===== src/rtl/adsr_pkg.sv =====
// Shared types and level arithmetic for the ADSR envelope generator.
// Holds the state encoding, the field widths and the saturating step helpers.
package adsr_pkg;

  localparam int STATE_W = 3;
  localparam int LEVEL_W = 8;
  localparam int RATE_W  = 4;

  typedef enum logic [STATE_W-1:0] {
    ST_IDLE    = 3'd0,
    ST_ATTACK  = 3'd1,
    ST_DECAY   = 3'd2,
    ST_SUSTAIN = 3'd3,
    ST_RELEASE = 3'd4
  } env_state_e;

  localparam logic [LEVEL_W-1:0] LEVEL_MAX = '1;

  // A zero rate means "jump straight to the target" rather than "never move".
  function automatic logic [LEVEL_W-1:0] add_sat(input logic [LEVEL_W-1:0] lvl,
                                                 input logic [RATE_W-1:0]  rate);
    logic [LEVEL_W:0] sum;
    sum = {1'b0, lvl} + {{(LEVEL_W-RATE_W+1){1'b0}}, rate};
    if (rate == '0 || sum[LEVEL_W]) return LEVEL_MAX;
    return sum[LEVEL_W-1:0];
  endfunction

  function automatic logic [LEVEL_W-1:0] sub_floor(input logic [LEVEL_W-1:0] lvl,
                                                   input logic [RATE_W-1:0]  rate,
                                                   input logic [LEVEL_W-1:0] floor_lvl);
    logic [LEVEL_W:0] diff;
    diff = {1'b0, lvl} - {{(LEVEL_W-RATE_W+1){1'b0}}, rate};
    if (rate == '0 || diff[LEVEL_W] || diff[LEVEL_W-1:0] <= floor_lvl) return floor_lvl;
    return diff[LEVEL_W-1:0];
  endfunction

endpackage


===== src/rtl/adsr_env_if.sv =====
// Control/status bundle of the ADSR envelope: gate and rates in, level and state out.
// The controller drives through master; the envelope block sits on slave.
interface adsr_env_if;
  import adsr_pkg::*;

  logic                gate;
  logic [RATE_W-1:0]   attack_rate;
  logic [RATE_W-1:0]   decay_rate;
  logic [LEVEL_W-1:0]  sustain_lvl;
  logic [RATE_W-1:0]   release_rate;
  logic [LEVEL_W-1:0]  duty_cycle;
  logic [STATE_W-1:0]  env_state;
  logic                busy;

  modport master (
    output gate, attack_rate, decay_rate, sustain_lvl, release_rate,
    input  duty_cycle, env_state, busy
  );

  modport slave (
    input  gate, attack_rate, decay_rate, sustain_lvl, release_rate,
    output duty_cycle, env_state, busy
  );

endinterface


===== src/rtl/adsr_tick.sv =====
// Free-running 8-bit PWM period counter plus a down-counting wrap divider that
// emits a one-cycle tick on every TICK_DIV-th 255->0 wrap.
module adsr_tick #(
  parameter int TICK_DIV = 1
) (
  input  logic       clk,
  input  logic       rst,
  output logic [7:0] cnt,
  output logic       tick
);

  localparam logic [7:0] WRAP_LOAD = 8'(TICK_DIV - 1);

  logic [7:0] cnt_q, cnt_d;
  logic [7:0] wrap_q, wrap_d;
  logic       tick_q, tick_d;

  always_comb begin
    cnt_d  = cnt_q + 8'd1;
    wrap_d = wrap_q;
    tick_d = 1'b0;
    if (cnt_q == 8'hFF) begin
      if (wrap_q == 8'd0) begin
        tick_d = 1'b1;
        wrap_d = WRAP_LOAD;
      end else begin
        wrap_d = wrap_q - 8'd1;
      end
    end
  end

  always_ff @(posedge clk or posedge rst) begin
    if (rst) begin
      cnt_q  <= '0;
      wrap_q <= '0;
      tick_q <= 1'b0;
    end else begin
      cnt_q  <= cnt_d;
      wrap_q <= wrap_d;
      tick_q <= tick_d;
    end
  end

  assign cnt  = cnt_q;
  assign tick = tick_q;

endmodule


===== src/rtl/adsr_env.sv =====
// ADSR envelope FSM; the level only moves on envelope ticks so duty_cycle is PWM-safe.
// Defining ADSR_ENV_PWM_EN adds the registered pwm_o output driven from the tick counter.
//
// state      | meaning
// IDLE       | note off, level parked at 0
// ATTACK     | ramping up toward 255
// DECAY      | ramping down toward sustain_lvl
// SUSTAIN    | holding sustain_lvl while gate is high
// RELEASE    | ramping down toward 0 after gate fell
module adsr_env
  import adsr_pkg::*;
#(
  parameter int TICK_DIV = 1
) (
  input  logic        clk,
  input  logic        rst,
  adsr_env_if.slave   env
`ifdef ADSR_ENV_PWM_EN
  ,
  output logic        pwm_o
`endif
);

  logic [7:0]         cnt;
  logic               tick;
  env_state_e         state_q, state_d;
  logic [LEVEL_W-1:0] level_q, level_d;
  logic               gate_q;
  logic               busy_q, busy_d;
  logic               rise, fall;

  adsr_tick #(.TICK_DIV(TICK_DIV)) u_tick (
    .clk  (clk),
    .rst  (rst),
    .cnt  (cnt),
    .tick (tick)
  );

  // An accepted gate edge wins over a coincident tick, so that tick's level step is dropped.
  always_comb begin
    rise    = env.gate & ~gate_q;
    fall    = ~env.gate & gate_q;
    state_d = state_q;
    level_d = level_q;
    if (rise) begin
      state_d = ST_ATTACK;
    end else if (fall && (state_q inside {ST_ATTACK, ST_DECAY, ST_SUSTAIN})) begin
      state_d = ST_RELEASE;
    end else if (tick) begin
      case (state_q)
        ST_ATTACK: begin
          level_d = add_sat(level_q, env.attack_rate);
          if (level_d == LEVEL_MAX) state_d = ST_DECAY;
        end
        ST_DECAY: begin
          level_d = sub_floor(level_q, env.decay_rate, env.sustain_lvl);
          if (level_d == env.sustain_lvl) state_d = ST_SUSTAIN;
        end
        ST_SUSTAIN: level_d = env.sustain_lvl;
        ST_RELEASE: begin
          level_d = sub_floor(level_q, env.release_rate, '0);
          if (level_d == '0) state_d = ST_IDLE;
        end
        default: ;
      endcase
    end
    busy_d = (state_d != ST_IDLE);
  end

`ifdef ADSR_ENV_PWM_EN
  logic pwm_q, pwm_d;
  assign pwm_d = (cnt < level_q);
  assign pwm_o = pwm_q;
`else
  logic unused_cnt;
  assign unused_cnt = ^cnt;
`endif

  always_ff @(posedge clk or posedge rst) begin
    if (rst) begin
      state_q <= ST_IDLE;
      level_q <= '0;
      gate_q  <= 1'b0;
      busy_q  <= 1'b0;
`ifdef ADSR_ENV_PWM_EN
      pwm_q   <= 1'b0;
`endif
    end else begin
      state_q <= state_d;
      level_q <= level_d;
      gate_q  <= env.gate;
      busy_q  <= busy_d;
`ifdef ADSR_ENV_PWM_EN
      pwm_q   <= pwm_d;
`endif
    end
  end

  assign env.duty_cycle = level_q;
  assign env.env_state  = state_q;
  assign env.busy       = busy_q;

endmodule


===== src/flat_wrapper.sv =====
// flat-port wrapper written by rule: the top's interface ports become plain ports
module adsr_env_flat import adsr_pkg::*;
#(
  parameter int TICK_DIV = 1
)
  (clk, rst, env_gate, env_attack_rate, env_decay_rate, env_sustain_lvl, env_release_rate, env_duty_cycle, env_env_state, env_busy);
  adsr_env_if env_i ();
  input  logic clk;
  input  logic rst;
  input wire logic [$bits(env_i.gate)-1:0] env_gate;
  input wire logic [$bits(env_i.attack_rate)-1:0] env_attack_rate;
  input wire logic [$bits(env_i.decay_rate)-1:0] env_decay_rate;
  input wire logic [$bits(env_i.sustain_lvl)-1:0] env_sustain_lvl;
  input wire logic [$bits(env_i.release_rate)-1:0] env_release_rate;
  output wire logic [$bits(env_i.duty_cycle)-1:0] env_duty_cycle;
  output wire logic [$bits(env_i.env_state)-1:0] env_env_state;
  output wire logic [$bits(env_i.busy)-1:0] env_busy;
  assign env_i.gate = env_gate;
  assign env_i.attack_rate = env_attack_rate;
  assign env_i.decay_rate = env_decay_rate;
  assign env_i.sustain_lvl = env_sustain_lvl;
  assign env_i.release_rate = env_release_rate;
  assign env_duty_cycle = env_i.duty_cycle;
  assign env_env_state = env_i.env_state;
  assign env_busy = env_i.busy;
  adsr_env #(.TICK_DIV(TICK_DIV)) u_core (.clk(clk), .rst(rst), .env(env_i));
endmodule

===== config.mk =====
export PLATFORM = sky130hd
export DESIGN_NAME = adsr_env_flat
export DESIGN_NICKNAME = d
export VERILOG_FILES = /design/src/rtl/adsr_pkg.sv /design/src/rtl/adsr_env_if.sv /design/src/rtl/adsr_tick.sv /design/src/rtl/adsr_env.sv /design/src/flat_wrapper.sv
export SDC_FILE = /design/constraint.sdc
export NUM_CORES = 1
export LEC_CHECK = 0
export ABC_CLOCK_PERIOD_IN_PS = 5800
export CORE_MARGIN = 2
export CORE_UTILIZATION = 50
export CTS_CLUSTER_SIZE = 8
export DETAILED_ROUTE_END_ITERATION = 10
export GPL_TIMING_DRIVEN = 1
export MAX_ROUTING_LAYER = met4
export PLACE_DENSITY = 0.76
export SYNTH_ARGS = -nofsm -noshare
export SYNTH_HDL_FRONTEND = slang
export SYNTH_SLANG_ARGS = --single-unit

===== constraint.sdc =====
create_clock -name clk -period 5.8 [get_ports clk]
set_clock_uncertainty 0.15 [all_clocks]
set_input_delay 1.16 -clock clk [delete_from_list [all_inputs] [get_ports clk]]
set_output_delay 1.16 -clock clk [all_outputs]
set_load 0.01 [all_outputs]

; ---- Yosys cells after proc, flatten, opt, wreduce, memory -nomap -nowiden
; Index checks and enable logic that the tools add are counted.
[classes]
n_bitwise = 6
mux = 44
n_eq_ne = 7
n_addsub = 5
order_cmp = 2
reduce_logical = 15
[ops]
columns = operator, n
row1 = $mux W8, 19
row2 = $pmux W8 S4, 1
row3 = $mux W3, 6
row4 = $sub A8 B4 Y9, 2
row5 = $mux W1, 17
row6 = $eq A8 B8 Y1 const B, 2
row7 = $logic_not A8 Y1, 2
row8 = $logic_not A4 Y1, 3
row9 = $add A8 B4 Y9, 1
row10 = $pmux W3 S3, 1
row11 = $add A8 B1 Y8 const B, 1
row12 = $eq A8 B8 Y1, 1
row13 = $le A8 B1 Y1 const B, 1
row14 = $le A8 B8 Y1, 1
row15 = $sub A8 B1 Y8 const B, 1
row16 = $eq A3 B2 Y1 const B, 2
row17 = $reduce_bool A3 Y1, 2
row18 = $logic_or A1 B1 Y1, 5
row19 = $not A1 Y1, 4
row20 = $reduce_and A4 Y1, 1
row21 = $reduce_bool A4 Y1, 1
row22 = $eq A3 B1 Y1 const B, 1
row23 = $eq A3 B3 Y1 const B, 1
row24 = $and A1 B1 Y1, 2
row25 = $logic_and A1 B1 Y1, 1
[word_totals]
register_bits = 30
output_inout_bits = 12
inputBits = 23
word_cells = 86

; ---- Depth between registers and ports, before layout
[depth]
word_depth = 20
ltp_mapped = 16
depth_no_buf = 15

; ---- Modules after synthesis
; Synthesis repeated with hierarchy kept, for this count alone.
[hier_totals]
cells_unflattened = 337
hier_area_um2 = 2866.5
[by_module_without_submodules]
columns = mod, n_inst, area_each_um2, cells_each, seq_area_each_um2
row1 = adsr_env, 1, 2074.5, 271, 325.3
row2 = adsr_tick, 1, 792.0, 66, 425.4

; ---- Worst setup path after synthesis
; OpenSTA, ideal clock, no wires.
[synth_timing]
path_kind = input to register
start = in env_decay_rate[1]
end = reg u_core.level_q[5], in the netlist u_core.env.duty_cycle[5]
path_buffers = 1
setup_slack_ns = 1.674
t_arrival_ns = 3.850
setup_ns = 0.126
cell_stages = 14
cell_sequence = inv_1 > ha_1 > nor2b_1 > o221ai_1 > a211o_1 > ha_1 > a21o_1 > a21oi_1 > nor2b_1 > o31ai_1 > buf_4 > nor2_1 > o311a_1 > a221o_1
[synth_between]
elab_chain_cells = 14
elab_cells_between_ends = 16
classes_between = add/sub (1) / order compare (1) / mux (11) / reduce/logical (3)
[synth_lines]
columns = element, line
row1 = from (decl), flat_wrapper.sv:12  ; input wire logic [$bits(env_i.decay_rate)-1:0] env_decay_rate;
row2 = $sub A8 B4 Y9 or $logic_not A4 Y1 (tied branches), "adsr_pkg.sv:32, adsr_pkg.sv:33"
row3 = $le A8 B8 Y1 or $logic_or A1 B1 Y1 (tied branches), adsr_pkg.sv:33  ; if (rate == '0 || diff[LEVEL_W] || diff[LEVEL_W-1:0] <= floor_lvl) return floor_lvl;
row4 = $logic_or A1 B1 Y1, adsr_pkg.sv:33
row5 = $mux W1, adsr_pkg.sv:33
row6 = $mux W1, adsr_env.sv:50  ; case (state_q)
row7 = $mux W1, adsr_env.sv:49  ; end else if (tick) begin
row8 = $mux W1, adsr_env.sv:47  ; end else if (fall && (state_q inside {ST_ATTACK, ST_DECAY, ST_SUSTAIN})) begin
row9 = $mux W1, adsr_env.sv:45  ; if (rise) begin
row10 = $mux W8 *, adsr_pkg.sv:34  ; return diff[LEVEL_W-1:0];
row11 = $mux W8 *, adsr_env.sv:50
row12 = $mux W8 *, adsr_env.sv:49
row13 = $mux W8 *, adsr_env.sv:47
row14 = $mux W8 *, adsr_env.sv:45
row15 = $pmux W8 S4 *, adsr_env.sv:50
row16 = to (signal assigned), adsr_env.sv:90  ; level_q <= level_d;
row17 = to (decl), adsr_env.sv:27  ; logic [LEVEL_W-1:0] level_q, level_d;
; Every way passes the cells marked *; elsewhere a longest branch is shown, timed or not. The select of a mux whose other input is x is not followed.
; A chain may end at the register's enable or synchronous reset.

; ---- Worst setup path in the final report
; Ends and elaborated chain as after synthesis.

==> metrics.md <==
| Metric | Value |
|---|---|
| Endpoints failing setup | 0 |
| Final Hold Viols | 0 |
| Async S/R FF share, synth | 100% |
| Layout cells sized above 1 | 5.66% |
| Initial antenna violation count | 0 |
| Worst reg2reg path depth | 16 |
| NumNets Final | 436 |
| Synthesized area | 2900 um2 |
| Synthesized area per cell | 8.19 um2 |
| Drt first pass iters | 5 |
| Number of max-cap violations | 0 |
| Setup repair bufs after CTS | 0 |
| Hold Path Sink | u_core.u_tick.cnt[0] |
| Clock Sinks | 30 |
| Post-CTS Hold Buffers | 0 |
| CP delay by family, top | compound AO/OA/AOI/OAI gates |
| GP Congestion | 0.933 |
| Worst-skew pair later-pin latency | 0.29 ns |
| CTS Buf Count | 5 |
| WL per Instance | 16.3 um |
| Maximum VDD drop | 0.0940 mV |
| CP Launch Type | primary input |
| Required time of the worst setup path | 5.83 ns |
| Die Y | 80.1 um |
| Die ar. | 6420 um2 |
| Synth Warn # | 0 |
| # diodes | 0 |
| FP Rows | 27 |
| Sw Ratio | 29.9% |
| Post-synth EDFFs | 0 |
| Hold Path Origin | u_core.u_tick.cnt[0] |
| Slew headroom | 51.6% |
| Drt drc | 0 |
| Kind of critical path | primary input to flip-flop |
| CP max stage cell | o31ai_1 |
| DP Wirelength | 5.86 mm |
| Placed Area | 3300 um2 |
| CP max stage delay | 0.62 ns |
| Sw Pwr | 152 uW |
| Status | finished clean |
| Unrepaired setup endpoints after global routing | false |
| Die width | 80.1 um |
| First-pass GRT wire length | 12.5 mm |
| FF-to-FF Start | u_core.env.duty_cycle[0] |
| Finished Cell Area | 3400 um2 |
| CTS tree | yes |
| Period utilisation layout | 84.0% |
| Slew Limit Fails | 0 |
| Deepest clock path buffer count | 2 |
| Core Area | 5540 um2 |
| Power, Total | 510 uW |
| CP Cell Sequence | clkdlybuf4s50_1 -> inv_1 -> ha_1 -> nor2b_1 -> o221ai_1 -> a211o_1 -> ha_1 -> a21o_1 -> a21oi_1 -> nor2b_1 -> o31ai_1 -> nor2_1 -> o311a_1 -> a221o_1 |
| Flop pwr share | 42.7% |
| Syn Nets | 402 |
| WP buf/inv | 2 |
| Hold depth | 1 |
| Setup slack, reg-to-reg | 1.72 ns |
| Post-route ant nets | 0 |
| I/O Pins | 35 |
| RR Endpoint | u_core.env.duty_cycle[5] |
| Slew @ Worst Pin | 0.720 ns |
| Starting Density | 52.3% |
| Power Dens Cells | 150 nW/um2 |
| Grt total ovfl | 0 |
| Max Freq | 0.205 GHz |
| Hold WS | 0.321 ns |
| CTS root buf | clkbuf_8 |
| Synth unique cells | 62 |
| Cell internal pwr | 357 uW |
| Post-Syn Instances | 354 |
| Starting DRT DRC Count | 221 |
| Synth Flop Type | dfrtp_1 |
| Leak | 1.43 nW |
| Fin crit period | 4.87 ns |
| Clock transition at path regs | 0.07 ns |
| CP endpoint kind | flip-flop |
| Drt via density | 6.12 |
| Syn-to-layout area delta | 17.3% |
| Vias | 2,821 |
| PortBufs | 34 |
| #FFs+latches synth | 30 |
| H-tree depth | 2 |
| Worst min path class | flip-flop to flip-flop |
| Largest net degree at the start of global routing | 31 |
| Power share of the clock group | 35.6% |
| Vias in the first global route | 2,583 |
| Routed Wire Length | 7.51 mm |
| Post-CTS Resized | 0 |
| GRT Util Overall | 25.3% |
| Final setup TNS | 0 ns |
| Register area share after synthesis | 25.9% |
| Crit-path max FO | 6 |
| Logic gate share of total power | 21.7% |
| Crit path DAT | 4.90 ns |
[how the worst max path moves through the flow]
stage	start	endpoint	slack (ns)	cells past startpoint
floorplan	env_decay_rate[1]	u_core.env.duty_cycle[5]	1.67	14
global placement	env_decay_rate[1]	u_core.env.duty_cycle[5]	0.77	14
detailed placement	env_decay_rate[1]	u_core.env.duty_cycle[5]	0.63	14
CTS	env_decay_rate[1]	u_core.env.duty_cycle[5]	0.95	14
global route	env_decay_rate[1]	u_core.env.duty_cycle[6]	0.66	14
finish	env_decay_rate[1]	u_core.env.duty_cycle[5]	0.93	14
[per-stage QoR]
stage          setup slack (ns)  instances  util [%]
6_report                  0.927        461      61.4
5_1_grt                   0.659        461      61.4
4_1_cts                   0.951        461      61.4
3_5_place_dp              0.626        453      59.6
3_3_place_gp              0.767        453      59.6
2_1_floorplan              1.67        354         -
[cell type report]
cell class | count | area [um2]
well taps | 72 | 90.1
multi-input cells | 284 | 1990
clock inverters | 2 | 12.5
fillers | 505 | 2140
flip-flops and latches | 30 | 751
repair buffers | 37 | 363
inverters | 30 | 113
clock buffers | 6 | 82.6
[synth_stat cells, drive strengths merged (8+ instances only)]
| library cell | number | area share [%] |
|---|---|---|
| a21oi | 28 | 5.0 |
| inv | 29 | 3.8 |
| nand3 | 18 | 3.3 |
| xnor2 | 19 | 5.7 |
| nor2 | 20 | 2.6 |
| nor2b | 9 | 1.9 |
| ha | 22 | 9.5 |
| nor3 | 15 | 3.1 |
| a31oi | 8 | 1.7 |
| nand2b | 9 | 1.9 |
| dfrtp | 30 | 26 |
| nand2 | 20 | 2.6 |
| o21ai | 23 | 4.0 |
[layout by cell type (no fill, tap or decap), types with 3 or more instances in the layout]
| cell type | Yosys | layout |
|---|---|---|
| clkbuf_8 | 0 | 6 |
| nand3_1 | 17 | 17 |
| mux2i_1 | 3 | 3 |
| o21ai_0 | 23 | 23 |
| nor2b_1 | 9 | 9 |
| o211ai_1 | 5 | 5 |
| o311a_1 | 3 | 3 |
| o2111ai_1 | 4 | 4 |
| o221ai_1 | 3 | 3 |
| buf_4 | 2 | 3 |
| xnor2_1 | 19 | 19 |
| a211oi_1 | 3 | 3 |
| nor4_1 | 6 | 6 |
| or3_1 | 6 | 6 |
| or4_1 | 4 | 4 |
| xor2_1 | 6 | 6 |
| inv_1 | 29 | 29 |
| nor3_1 | 12 | 12 |
| nor3_2 | 3 | 3 |
| clkdlybuf4s50_1 | 0 | 34 |
| a21o_1 | 4 | 4 |
| nor2_1 | 20 | 20 |
| nand2_1 | 20 | 20 |
| nand4_1 | 6 | 6 |
| dfrtp_1 | 30 | 30 |
| nand2b_1 | 9 | 9 |
| ha_1 | 22 | 22 |
| fa_1 | 3 | 3 |
| a31oi_1 | 8 | 8 |
| a21oi_1 | 27 | 27 |
[cells by family (layout without fill, tap and decap cells)]
kind of cell               after synthesis  in the layout  share of synthesized area [%]
buffers and inverters                   40             75                           5.52
adders and majority gates               25             25                           11.6
and+or+nand+nor                        127            127                           24.1
muxes                                    5              5                           1.81
AOI/OAI and AO/OA                      101            101                           22.8
xor gates and xnor gates                26             26                           8.33
DFF                                     30             30                           25.9
[routing by layer]
metal | wire length (um) | GRT usage (%) | share of wire, % | up-vias
met3 | 446 | 3.26 | 5.9 | 14
met1 | 3570 | 36.7 | 48 | 1295
met2 | 3370 | 37.8 | 45 | 126
li1 | - | - | - | 1386
met5 | 0 | - | 0 | -
met4 | 127 | 5.76 | 1.7 | 0
[registers in the layout (all words and copies together) (netlist names)]
| name | flops |
|---|---|
| u_core.env.busy | 1 |
| u_core.gate_q | 1 |
| u_core.env.env_state | 3 |
| u_core.u_tick.wrap_q | 8 |
| u_core.u_tick.tick | 1 |
| u_core.u_tick.cnt | 8 |
| u_core.env.duty_cycle | 8 |
[power by group through the flow]
stage	combinational [mW]	clock, mW	sequential [mW]
2_1_floorplan	0.0703	0	0.219
3_3_place_gp	0.108	0	0.221
3_5_place_dp	0.109	0	0.221
4_1_cts	0.110	0.183	0.217
5_1_grt	0.122	0.190	0.218
6_report	0.111	0.181	0.218
No activity file was read; power rests on OpenSTA's default activity.
